[src/rtl/parity_pkg.sv]
// Shared definitions for the parity framed serial receiver.
package parity_pkg;

    typedef enum logic [1:0] {
        IDLE   = 2'd0,
        DATA   = 2'd1,
        PARITY = 2'd2,
        STOP   = 2'd3
    } state_t;

    localparam logic START_BIT = 1'b0;
    localparam logic STOP_BIT  = 1'b1;
    localparam int   ERR_CNT_W = 8;

endpackage

[src/rtl/parity_acc.sv]
// Serial XOR accumulator: folds one bit per enable, clear has priority.
module parity_acc (
    input  logic clk,
    input  logic rst_n,
    input  logic clr,
    input  logic en,
    input  logic bit_i,
    output logic par_o
);

    always_ff @(posedge clk or negedge rst_n) begin
        if (!rst_n)
            par_o <= 1'b0;
        else if (clr)
            par_o <= 1'b0;
        else if (en)
            par_o <= par_o ^ bit_i;
    end

endmodule

[src/rtl/parity_frame_rx.sv]
// Strobed serial frame receiver: start, DATA_W bits LSB first, parity, stop.
// Define PARITY_RX_ERR_CNT_EN to add the saturating err_cnt_o error counter.
module parity_frame_rx
    import parity_pkg::*;
#(
    parameter int DATA_W     = 4,
    parameter int PARITY_ODD = 0
) (
    input  logic              clk,
    input  logic              rst_n,
    input  logic              rx_en_i,
    input  logic              rx_bit_i,
    output logic [DATA_W-1:0] data_o,
    output logic              valid_o,
    output logic              perr_o,
    output logic              ferr_o,
    output logic              busy_o
`ifdef PARITY_RX_ERR_CNT_EN
   ,output logic [ERR_CNT_W-1:0] err_cnt_o
`endif
);

    localparam int              CNT_W    = (DATA_W > 1) ? $clog2(DATA_W) : 1;
    localparam logic [CNT_W-1:0] LAST_IDX = CNT_W'(DATA_W - 1);
    localparam logic            ODD      = (PARITY_ODD != 0);

    state_t            state, state_nxt;
    logic [CNT_W-1:0]  cnt;
    logic [DATA_W-1:0] shreg;
    logic              par_run;
    logic              perr_pend;
    logic              acc_clr, acc_en, frame_done;

    always_ff @(posedge clk or negedge rst_n) begin
        if (!rst_n)
            state <= IDLE;
        else
            state <= state_nxt;
    end

    always_comb begin
        state_nxt  = state;
        acc_clr    = 1'b0;
        acc_en     = 1'b0;
        frame_done = 1'b0;
        if (rx_en_i) begin
            case (state)
                IDLE: begin
                    if (rx_bit_i == START_BIT) begin
                        state_nxt = DATA;
                        acc_clr   = 1'b1;
                    end
                end
                DATA: begin
                    acc_en = 1'b1;
                    if (cnt == LAST_IDX)
                        state_nxt = PARITY;
                end
                PARITY: state_nxt = STOP;
                STOP: begin
                    state_nxt  = IDLE;
                    frame_done = 1'b1;
                end
                default: state_nxt = IDLE;
            endcase
        end
    end

    parity_acc u_acc (
        .clk   (clk),
        .rst_n (rst_n),
        .clr   (acc_clr),
        .en    (acc_en),
        .bit_i (rx_bit_i),
        .par_o (par_run)
    );

    // Outputs are only touched on frame completion, so they hold between pulses.
    always_ff @(posedge clk or negedge rst_n) begin
        if (!rst_n) begin
            cnt       <= '0;
            shreg     <= '0;
            perr_pend <= 1'b0;
            data_o    <= '0;
            valid_o   <= 1'b0;
            perr_o    <= 1'b0;
            ferr_o    <= 1'b0;
        end else begin
            valid_o <= frame_done;
            if (acc_clr)
                cnt <= '0;
            if (acc_en) begin
                shreg[cnt] <= rx_bit_i;
                cnt        <= cnt + 1'b1;
            end
            if (rx_en_i && state == PARITY)
                perr_pend <= rx_bit_i != (par_run ^ ODD);
            if (frame_done) begin
                data_o <= shreg;
                perr_o <= perr_pend;
                ferr_o <= rx_bit_i != STOP_BIT;
            end
        end
    end

    assign busy_o = (state != IDLE);

`ifdef PARITY_RX_ERR_CNT_EN
    always_ff @(posedge clk or negedge rst_n) begin
        if (!rst_n)
            err_cnt_o <= '0;
        else if (frame_done && (perr_pend || rx_bit_i != STOP_BIT) && err_cnt_o != '1)
            err_cnt_o <= err_cnt_o + 1'b1;
    end
`endif

endmodule

[config.mk]
export PLATFORM = sky130hd
export DESIGN_NAME = parity_frame_rx
export DESIGN_NICKNAME = d
export VERILOG_FILES = /design/src/rtl/parity_pkg.sv /design/src/rtl/parity_acc.sv /design/src/rtl/parity_frame_rx.sv
export SDC_FILE = /design/constraint.sdc
export NUM_CORES = 1
export LEC_CHECK = 0
export ABC_AREA = 1
export CORE_MARGIN = 8
export CORE_UTILIZATION = 51
export CTS_CLUSTER_SIZE = 14
export DETAILED_ROUTE_END_ITERATION = 8
export PLACE_DENSITY = 0.83
export SETUP_SLACK_MARGIN = 0.02
export SYNTH_ARGS = -nofsm -noshare
export SYNTH_HDL_FRONTEND = slang
export SYNTH_HIERARCHICAL = 1
export SYNTH_SLANG_ARGS = --single-unit
[constraint.sdc]
create_clock -name clk -period 1.2 [get_ports clk]
set_input_delay 0.24 -clock clk [delete_from_list [all_inputs] [get_ports clk]]
set_output_delay 0.24 -clock clk [all_outputs]
set_load 0.03 [all_outputs]
==> results.cfg <==
[global_route]
grt_max_degree = 18
antenna_found_initial = 0
grt.overflow.total = 0
grt_util_all_layers_pct = 10.3
grt_pass1_wl_um = 2760
grt_pass1_vias = 630

[status]
failed_checks = setup timing
status = complete, but fails checks

[sta]
skew_ns = 0.00396
finalHoldViolCount = 0
setup_violations = 6
slew_headroom_pct = 76.0
fmax_ghz = 0.747
tightest_slew_ns = 0.359
slew_violations = 0
fin_tns_setup_ns = -0.390
finalCritPeriodShare_pct = 112
rsz0062_at_grt = true
fin_hold_ws_ns = 0.268
setup_ws_ns = -0.139
period_minus_slack_ns = 1.34

[synthesis]
ys_top_cells_by_area = dfrtp_1, nand2_1, ha_1, inv_1, nand2_2
synthSimpleGateAreaFrac_pct = 26.6
yosysSeqAreaShare_pct = 50.5
synthDistinctLibCells = 15
yosys.area.top_type = dfrtp_1
synth_top_family_by_area = simple AND/OR/NAND/NOR gates
syn_area_um2 = 842
postSynthAreaPerCell_um2 = 8.86
synth_top_cell_area_share_pct = 50.5
synth_compound_area_share_pct = 3.57
synth_flop_cell = dfrtp_1
synth_edf_count = 0
yosysWarnings = 6
post-synth-top-count-cell = nand2_1
synthXorXnorAreaFrac_pct = 1.04
synthArstFlopShare_pct = 100
netlist_instances = 95
synthAdderAreaFrac_pct = 11.9
synth_seq_cells = 17
synth_common_cells = nand2_1, dfrtp_1, inv_1
syn-num-nets = 107
synth_mux_area_share_pct = 0

[worst_setup_path]
endpoint_kind = output pin
cp.required_ns = 0.96
r2r-end = u_acc/par_o
start_kind = register
critPathKind = register to output pin
crit_fanout = 2
reg2reg_setup_slack_ns = -0.09
reg2reg_from = state[0]
crit_path_end = busy_o
crit_arrival_ns = 1.10
cp-startpoint = state[1]
reg2regPathDepth = 8

[finish]
instances_no_fill = 137
num_antenna_cells = 0
design_area_um2 = 1160
syn2layout_area_growth_pct = 38.0
final_layout_size_suffix_gt1_share_pct = 37.2
fin_util_pct = 76.3
finalNetCount = 134

[placement]
place_worst_setup_slack_ns = -0.108
placed_cell_area_um2 = 990
dp_hpwl_um = 1170
numPlacedInstances = 127
portBuffers = 11
gp_congestion = 0.738

[pwr]
p_leak_nw = 0.615
peakVddDrop_mv = 1.52
internal_power_mw = 1.64
netSwitchingPower_mw = 1.31
p_seq_share_pct = 33.4
p_comb_share_pct = 56.1
power.density_nw_per_um2 = 2530
power_frac_clock_pct = 10.5
power_mw = 2.94
switching_share_pct = 44.4

[floorplan]
start_util_pct = 55.3
die_h_um = 56.6
core_um2 = 1520
die_area_um2 = 3210
fp-row-count = 14
die_w_um = 56.6
pin_count = 12

[clock_network]
cts_made_buffers = 3
clock_latency_ns = 0.29
clock-sinks = 17
cts_tree = done
cts_max_level = 1
clk_pin_slew_ns = 0.11
root_buffer = clkbuf_4
clockBufferDepth = 2

[detailed_routing]
first_iter_violations = 38
via_per_inst = 5.35
wirelength_um = 2070
drtAntennaViolNets = 0
route.vias.total = 733
remaining_drc_errors = 0
wire_per_inst_um = 15.1
drt_pre_antenna_iters = 4

[job]
drv_cap = 0

[hold_path]
hold_class = input port to asynchronous set/reset pin
## power groups by stage
stage	clock, mW	combinational (mW)	sequential (mW)
final	0.308	1.65	0.983
after global placement	0	1.09	0.988
after CTS	0.303	1.31	0.977
after global routing	0.333	1.76	1.01
after floorplan	0	0.611	1.15
after detailed placement	0	1.14	1.00
## cells by family (layout without fill, tap and decap cells)
kind of cell,Yosys count,count (layout)
simple gates,50,50
flops,17,17
buf+inv,13,39
fa+ha+maj,8,8
compound gates,6,6
xor+xnor,1,1
## cell usage in the layout, fill, tap and decap left out
master,instances
clkdlybuf4s50_1,3
clkinv_2,1
clkbuf_4,3
nor2_1,1
buf_6,2
ha_1,4
inv_2,4
nand4_1,2
xor2_1,1
clkinv_1,1
inv_8,1
nand3_1,4
a21oi_2,1
nand3_2,1
nand2_8,1
buf_4,17
nand2_2,6
nand2_1,32
inv_4,1
o21ai_1,5
dfrtp_1,17
inv_1,6
ha_4,4
nand2_4,3
## layout make-up
type / count / area (µm²)
Multi-Input combinational cell: 65 / 450
Sequential cell: 17 / 425
Fill cell: 114 / 362
Timing Repair Buffer: 22 / 180
Inverter: 13 / 58.8
Clock buffer: 3 / 22.5
Tap cell: 16 / 20.0
Clock inverter: 1 / 5.00
## layer usage
layer	up-vias	share of wire (%)	GRT usage (%)	routed length (µm)
met1	341	39	11.4	808
met2	42	50	17.6	1040
li1	342	-	-	-
met3	8	8.7	4.49	180
met5	-	0	0	0
met4	0	2.2	2.06	46
## worst max-delay path, cell delays in order (launching register included)
cell and delay, ns:
dfrtp_1 0.41, inv_2 0.09, ha_4 0.15, inv_2 0.04, buf_6 0.13
## state kept, by name, summed over array words and instances, names as in the netlist
| register | cells |
|---|---|
| state | 2 |
| shreg | 4 |
| ferr_o | 1 |
| valid_o | 1 |
| cnt | 2 |
| perr_pend | 1 |
| data_o | 4 |
| perr_o | 1 |
| u_acc/par_o | 1 |
## worst min path at each step
stage                            to  startpoint  cells past startpoint
after floorplan              cnt[0]       rst_n                      0
after global placement    data_o[3]    shreg[3]                      2
after detailed placement  data_o[2]    shreg[2]                      2
after CTS                    ferr_o       rst_n                      2
after global routing         ferr_o       rst_n                      2
final                        ferr_o       rst_n                      2
## what timing repair did
action,4_1_cts,5_1_grt
hold buffers,0,0
resized for setup,7,17
setup buffers,3,4
endpoints found under the setup margin,6,16
pin swaps,1,2
Power figures use the tool's default switching activity.
